<file path="src/rtl/fpu_mul_arbiter_if.sv">
// Request, multiplier and response bundle for fpu_mul_arbiter.
// slave is the arbiter side; master is the front-end/consumer side.
interface fpu_mul_arbiter_if #(
  parameter int BIT_WIDTH = 128,
  parameter int NUM_REQ   = 4,
  parameter int CNT_WIDTH = 32
);
  localparam int ID_WIDTH = $clog2(NUM_REQ);

  logic [NUM_REQ-1:0]           i_req_valid;
  logic [NUM_REQ-1:0]           o_req_ready;
  logic [3*NUM_REQ-1:0]         i_req_mode;
  logic [BIT_WIDTH*NUM_REQ-1:0] i_req_a;
  logic [BIT_WIDTH*NUM_REQ-1:0] i_req_b;
  logic [2:0]                   o_mul_mode;
  logic [BIT_WIDTH-1:0]         o_mul_a;
  logic [BIT_WIDTH-1:0]         o_mul_b;
  logic [BIT_WIDTH-1:0]         i_mul_result;
  logic                         i_mul_inexact;
  logic                         o_rsp_valid;
  logic                         i_rsp_ready;
  logic [ID_WIDTH-1:0]          o_rsp_id;
  logic [BIT_WIDTH-1:0]         o_rsp_data;
  logic                         o_rsp_inexact;
  logic                         o_busy;
  logic [CNT_WIDTH-1:0]         o_issue_count;

  modport slave (
    input  i_req_valid, i_req_mode, i_req_a, i_req_b,
    input  i_mul_result, i_mul_inexact, i_rsp_ready,
    output o_req_ready, o_mul_mode, o_mul_a, o_mul_b,
    output o_rsp_valid, o_rsp_id, o_rsp_data, o_rsp_inexact,
    output o_busy, o_issue_count
  );

  modport master (
    output i_req_valid, i_req_mode, i_req_a, i_req_b,
    output i_mul_result, i_mul_inexact, i_rsp_ready,
    input  o_req_ready, o_mul_mode, o_mul_a, o_mul_b,
    input  o_rsp_valid, o_rsp_id, o_rsp_data, o_rsp_inexact,
    input  o_busy, o_issue_count
  );
endinterface

</file>
<file path="src/rtl/fpu_mul_arbiter.sv">
// Round-robin issue controller sharing one combinational fpu_mul
// between NUM_REQ requesters, with issue and response registers.
module fpu_mul_arbiter #(
  parameter int BIT_WIDTH = 128,
  parameter int NUM_REQ   = 4,
  parameter int CNT_WIDTH = 32
) (
  input logic              i_clk,
  input logic              i_reset,
  fpu_mul_arbiter_if.slave bus
);
  localparam int ID_WIDTH = $clog2(NUM_REQ);
  typedef logic [ID_WIDTH-1:0] id_t;

  logic                 s1Valid;
  id_t                  s1Id;
  logic [2:0]           s1Mode;
  logic [BIT_WIDTH-1:0] s1A;
  logic [BIT_WIDTH-1:0] s1B;
  logic                 rspValid;
  id_t                  rspId;
  logic [BIT_WIDTH-1:0] rspData;
  logic                 rspInexact;
  id_t                  rrPtr;
  logic [CNT_WIDTH-1:0] issueCount;

  logic                 s2Free;
  logic                 s1Free;
  logic                 advance;
  logic                 accept;
  logic                 found;
  id_t                  winner;
  id_t                  probe;
  id_t                  nextPtr;
  logic [NUM_REQ-1:0]   grant;

  assign s2Free  = !rspValid || bus.i_rsp_ready;
  assign s1Free  = !s1Valid || s2Free;
  assign advance = s1Valid && s2Free;
  assign accept  = found && s1Free && !i_reset;

  // first valid requester at or after rrPtr, modulo NUM_REQ
  always_comb begin
    found  = 1'b0;
    winner = rrPtr;
    probe  = '0;
    for (int i = 0; i < NUM_REQ; i++) begin
      probe = id_t'((int'(rrPtr) + i) % NUM_REQ);
      if (!found && bus.i_req_valid[probe]) begin
        found  = 1'b1;
        winner = probe;
      end
    end
  end

  always_comb begin
    grant         = '0;
    grant[winner] = accept;
  end

  assign nextPtr = (winner == id_t'(NUM_REQ - 1)) ?
                   '0 : winner + 1'b1;

  always_ff @(posedge i_clk) begin
    if (i_reset) begin
      s1Valid    <= 1'b0;
      s1Id       <= '0;
      s1Mode     <= '0;
      s1A        <= '0;
      s1B        <= '0;
      rspValid   <= 1'b0;
      rspId      <= '0;
      rspData    <= '0;
      rspInexact <= 1'b0;
      rrPtr      <= '0;
      issueCount <= '0;
    end else begin
      if (accept) begin
        s1Valid    <= 1'b1;
        s1Id       <= winner;
        s1Mode     <= bus.i_req_mode[winner*3 +: 3];
        s1A        <= bus.i_req_a[winner*BIT_WIDTH +: BIT_WIDTH];
        s1B        <= bus.i_req_b[winner*BIT_WIDTH +: BIT_WIDTH];
        rrPtr      <= nextPtr;
        issueCount <= issueCount + 1'b1;
      end else if (advance) begin
        s1Valid <= 1'b0;
      end
      // a drain and an advance in the same cycle keep S2 full
      if (advance) begin
        rspValid   <= 1'b1;
        rspId      <= s1Id;
        rspData    <= bus.i_mul_result;
        rspInexact <= bus.i_mul_inexact;
      end else if (bus.i_rsp_ready) begin
        rspValid <= 1'b0;
      end
    end
  end

  assign bus.o_req_ready   = grant;
  assign bus.o_mul_mode    = s1Mode;
  assign bus.o_mul_a       = s1A;
  assign bus.o_mul_b       = s1B;
  assign bus.o_rsp_valid   = rspValid;
  assign bus.o_rsp_id      = rspId;
  assign bus.o_rsp_data    = rspData;
  assign bus.o_rsp_inexact = rspInexact;
  assign bus.o_busy        = s1Valid || rspValid;
  assign bus.o_issue_count = issueCount;
endmodule

</file>
<file path="src/flat_wrapper.sv">
// flat-port wrapper written by rule: the top's interface ports become plain ports
module fpu_mul_arbiter_flat 
#(
  parameter int BIT_WIDTH = 128,
  parameter int NUM_REQ   = 4,
  parameter int CNT_WIDTH = 32
)
  (i_clk, i_reset, bus_i_req_valid, bus_i_req_mode, bus_i_req_a, bus_i_req_b, bus_i_mul_result, bus_i_mul_inexact, bus_i_rsp_ready, bus_o_req_ready, bus_o_mul_mode, bus_o_mul_a, bus_o_mul_b, bus_o_rsp_valid, bus_o_rsp_id, bus_o_rsp_data, bus_o_rsp_inexact, bus_o_busy, bus_o_issue_count);
  fpu_mul_arbiter_if #(.BIT_WIDTH(BIT_WIDTH), .NUM_REQ(NUM_REQ), .CNT_WIDTH(CNT_WIDTH)) bus_i ();
  input logic i_clk;
  input logic i_reset;
  input wire logic [$bits(bus_i.i_req_valid)-1:0] bus_i_req_valid;
  input wire logic [$bits(bus_i.i_req_mode)-1:0] bus_i_req_mode;
  input wire logic [$bits(bus_i.i_req_a)-1:0] bus_i_req_a;
  input wire logic [$bits(bus_i.i_req_b)-1:0] bus_i_req_b;
  input wire logic [$bits(bus_i.i_mul_result)-1:0] bus_i_mul_result;
  input wire logic [$bits(bus_i.i_mul_inexact)-1:0] bus_i_mul_inexact;
  input wire logic [$bits(bus_i.i_rsp_ready)-1:0] bus_i_rsp_ready;
  output wire logic [$bits(bus_i.o_req_ready)-1:0] bus_o_req_ready;
  output wire logic [$bits(bus_i.o_mul_mode)-1:0] bus_o_mul_mode;
  output wire logic [$bits(bus_i.o_mul_a)-1:0] bus_o_mul_a;
  output wire logic [$bits(bus_i.o_mul_b)-1:0] bus_o_mul_b;
  output wire logic [$bits(bus_i.o_rsp_valid)-1:0] bus_o_rsp_valid;
  output wire logic [$bits(bus_i.o_rsp_id)-1:0] bus_o_rsp_id;
  output wire logic [$bits(bus_i.o_rsp_data)-1:0] bus_o_rsp_data;
  output wire logic [$bits(bus_i.o_rsp_inexact)-1:0] bus_o_rsp_inexact;
  output wire logic [$bits(bus_i.o_busy)-1:0] bus_o_busy;
  output wire logic [$bits(bus_i.o_issue_count)-1:0] bus_o_issue_count;
  assign bus_i.i_req_valid = bus_i_req_valid;
  assign bus_i.i_req_mode = bus_i_req_mode;
  assign bus_i.i_req_a = bus_i_req_a;
  assign bus_i.i_req_b = bus_i_req_b;
  assign bus_i.i_mul_result = bus_i_mul_result;
  assign bus_i.i_mul_inexact = bus_i_mul_inexact;
  assign bus_i.i_rsp_ready = bus_i_rsp_ready;
  assign bus_o_req_ready = bus_i.o_req_ready;
  assign bus_o_mul_mode = bus_i.o_mul_mode;
  assign bus_o_mul_a = bus_i.o_mul_a;
  assign bus_o_mul_b = bus_i.o_mul_b;
  assign bus_o_rsp_valid = bus_i.o_rsp_valid;
  assign bus_o_rsp_id = bus_i.o_rsp_id;
  assign bus_o_rsp_data = bus_i.o_rsp_data;
  assign bus_o_rsp_inexact = bus_i.o_rsp_inexact;
  assign bus_o_busy = bus_i.o_busy;
  assign bus_o_issue_count = bus_i.o_issue_count;
  fpu_mul_arbiter #(.BIT_WIDTH(BIT_WIDTH), .NUM_REQ(NUM_REQ), .CNT_WIDTH(CNT_WIDTH)) u_core (.i_clk(i_clk), .i_reset(i_reset), .bus(bus_i));
endmodule
</file>
<file path="config.mk">
export PLATFORM = sky130hd
export DESIGN_NAME = fpu_mul_arbiter_flat
export DESIGN_NICKNAME = d
export VERILOG_FILES = /design/src/rtl/fpu_mul_arbiter_if.sv /design/src/rtl/fpu_mul_arbiter.sv /design/src/flat_wrapper.sv
export SDC_FILE = /design/constraint.sdc
export NUM_CORES = 1
export LEC_CHECK = 0
export BUFFER_PORTS_ARGS = -buffer_cell sky130_fd_sc_hd__buf_2
export CORE_AREA = 4 4 625 627
export CTS_CLUSTER_SIZE = 20
export DETAILED_ROUTE_END_ITERATION = 7
export DIE_AREA = 0 0 629 631
export GPL_ROUTABILITY_DRIVEN = 0
export PLACE_DENSITY = 0.32
export SYNTH_ARGS = -nofsm -noshare
export SYNTH_HDL_FRONTEND = slang
export SYNTH_SLANG_ARGS = --single-unit
</file>
<file path="constraint.sdc">
create_clock -name i_clk -period 2.6 [get_ports i_clk]
set_clock_uncertainty 0.1 [all_clocks]
set_input_delay 0.39 -clock i_clk [delete_from_list [all_inputs] [get_ports i_clk]]
set_output_delay 0.39 -clock i_clk [all_outputs]
set_load 0.1 [all_outputs]
</file>
==> run metrics <==
Clock Latency Late Sink 0.77 ns; post-route cell area 52100 µm²; Detailed Route Iter0 Violations 2345; die width 629 µm; CP required 2.11 ns; H-tree level count 3; DRC 0; most frequent cells in the layout 1579 x buf_2, 1143 x dlygate4sd3_1, 541 x nand2_1; Netlist cell types 40; failing checks setup timing; status finished, violations left; GR Overflow Total 0; Tot Pwr 41.0 mW; Core Util, Final 13.5%; final worst slack -0.730 ns; # clock sinks 428; delay-heaviest family, CP simple AND/OR/NAND/NOR gates; Layout area overhead 154%; CTS max path bufs 4; Reg clk slew, reported paths 0.06 ns; CP max stage cell dfxtp_4; Top Ports 1600; Yosys reg bits 428; Ys Warns 0; root buffer cell clkbuf_16; peak fanout along the critical path 5; most used cell, CP buf_12; max_slew headroom 41.3%; VDD IR max 0.000440 V; initial core utilization 5.34%; Setup TNS -11.63 ns; core area 385000 µm²; Worst setup EP type output pin; Syn Nets 3419; crit path launch type flip-flop; worst-path cell chain or3_1, and4b_2, nor2_4, buf_12, inv_8, buf_12, nor2_4, buf_12; Pwr per Cell Area 786 nW/µm²; die area 397000 µm²; worst slack, placed -0.870 ns; Met3 Routed Length 31700 µm; Final Max Tran Viols 0; WS Path Type flip-flop to output pin; number of global-route vias before repair 33632; CP arrival 2.84 ns; ratio of cells with drive above 1 in the final layout 39.9%; WP buf/inv 4; NumNets Final 6298; WHS 0.0748 ns; TritonCTS clock tree built; largest net degree at the start of global routing 63; routed wire length 306000 µm; final hold violation count 0; fin crit period 3.33 ns; initial antenna violation count 222; RSZ-0062 raised after global routing true; Routed WL per cell 29.6 µm; final HPWL from detailed placement 262000 µm; first-pass GRT wire length 376000 µm; Synth Instances 2245; Setup violations, final 160; routed metal-1 wire length 112000 µm; Die Ht 631 µm; vias per inst 3.15; Fillers 43807; Worst-Margin Slew 0.887 ns; most common cell after layout, fill and taps aside buf_2; gr usage total 14.5%; # port buffers 1599; Post-DRT Antenna Nets 0; Placed Instance Area 36400 µm²; fin crit share 128%; via count 32590; Syn Area/Cell 9.15 µm²; Rows 228; CP max stage delay 0.40 ns; TritonCTS buffer count 73; Cell Count, Final, Fillers Out 10333; placed insts 8907; Cell Area, Synth 20500 µm²; # Max-Cap Violations 0; Hold WC Path Type input port to flip-flop; Routed met2 length 145000 µm; fraction of the yosys area taken by sequential cells 41.7%; LEAKAGE 22.3 nW; max layer used met5; Fmax 300 MHz; first-pass iteration count of the detailed router 5
cells in the mapped netlist:
cell        n  area [µm²]
dfxtp_1   428        8570
o41ai_1     1        8.76
nand2b_1    6        37.5
nor4_1     12        75.1
a22o_1      2        17.5
xnor2_1    17         149
o21ai_0     5        25.0
buf_1      19        71.3
or4b_1      1        10.0
a21oi_1   142         711
a311oi_1    1        8.76
nand3_1     8        40.0
a211oi_1    1        7.51
and4_1      4        35.0
o221ai_1  259        2270
clkbuf_1  129         484
or2_2       1        6.26
and4b_1     1        10.0
and3_1      1        6.26
inv_2       1        3.75
and2_1      2        12.5
nand3b_1    2        15.0
a41o_1      1        10.0
inv_1       8        30.0
and3b_1     1        8.76
xor2_1      4        35.0
or4_1       5        37.5
nor2b_1     2        12.5
mux2i_1   518        5180
nand4_2     1        12.5
nand2_1   544        2040
nand4_1    11        68.8
nor3_1      8        40.0
buf_6       1        11.3
o31ai_1     2        15.0
nor2_1     34         128
or3_1       8        50.1
ha_1        2        25.0
buf_2      51         255
or2_1       1        6.26
area by class of cell:
class	count	area, µm²	share of cell area, %
multi-input combinational	1608	11600	22.2
clock inverter	23	304	0.583
clock buffer	97	2070	3.97
sequential	428	8590	16.5
timing repair buffer	3004	23000	44.1
antenna	104	260	0.499
tap	5060	6330	12.1
inverter	9	41.3	0.0792
routing by layer:
layer	vias to the layer above	track usage [%]
met3	663	6.16
met5	-	0
met2	1926	24.6
met1	15779	15.7
met4	90	6.60
li1	14132	-
report_power, final:
part | switching, mW | internal [mW]
clock | 4.13 | 6.08
sequential | 0.769 | 7.69
combinational | 16.2 | 6.16
total | 21.0 | 19.9
registers in the layout, summed over array words and instances, names as in the netlist:
register and count:
u_core.bus.o_issue_count 32, u_core.bus.o_mul_a 128, u_core.bus.o_mul_b 128, u_core.bus.o_mul_mode 3, u_core.bus.o_rsp_data 128, u_core.bus.o_rsp_id 2
u_core.bus.o_rsp_inexact 1, u_core.bus.o_rsp_valid 1, u_core.rrPtr 2, u_core.s1Id 2, u_core.s1Valid 1
path summary, 6_finish.rpt:
| kind | start | endpoint | slack (ns) | depth (start not counted) |
|---|---|---|---|---|
| worst min register to register | u_core.bus.o_rsp_data[37]$_SDFFE_PP0P_ | u_core.bus.o_rsp_data[37]$_SDFFE_PP0P_ | 0.35 | 2 |
| worst min-delay path | bus_i_req_a[481] | u_core.bus.o_mul_a[97]$_SDFFE_PP0P_ | 0.07 | 4 |
| worst max-delay path | u_core.rrPtr[1]$_SDFFE_PP0P_ | bus_o_req_ready[1] | -0.73 | 8 |
| worst max register to register | u_core.rrPtr[1]$_SDFFE_PP0P_ | u_core.bus.o_mul_mode[0]$_SDFFE_PP0P_ | -0.14 | 10 |
tightest hold or removal path, stage by stage:
cell and delay, ns:
buf_2 0.09, mux2i_1 0.10, buf_4 0.15, o221ai_1 0.14
kinds of logic (layout without fill, tap and decap cells):
group                      Yosys count  count (layout)  synth area share [%]
buffers and inverters              209            3133                  4.17
and+or+nand+nor                    653             653                  12.9
other                                0             104                     0
xor gates and xnor gates            21              21                 0.895
AOI/OAI and AO/OA                  414             414                  15.0
DFF                                428             428                  41.7
muxes                              518             518                  25.2
adders and majority gates            2               2                 0.122
timing repair:
item | 4_1_cts | 5_1_grt
setup buffers | 28 | 13
resized for setup | 63 | 67
cloned | 18 | 8
pin swaps | 5 | 2
hold buffers | 1143 | 0
hold endpoints to repair | 392 | 0
setup endpoints to repair | 266 | 249
(Power assumes the default switching activity.)
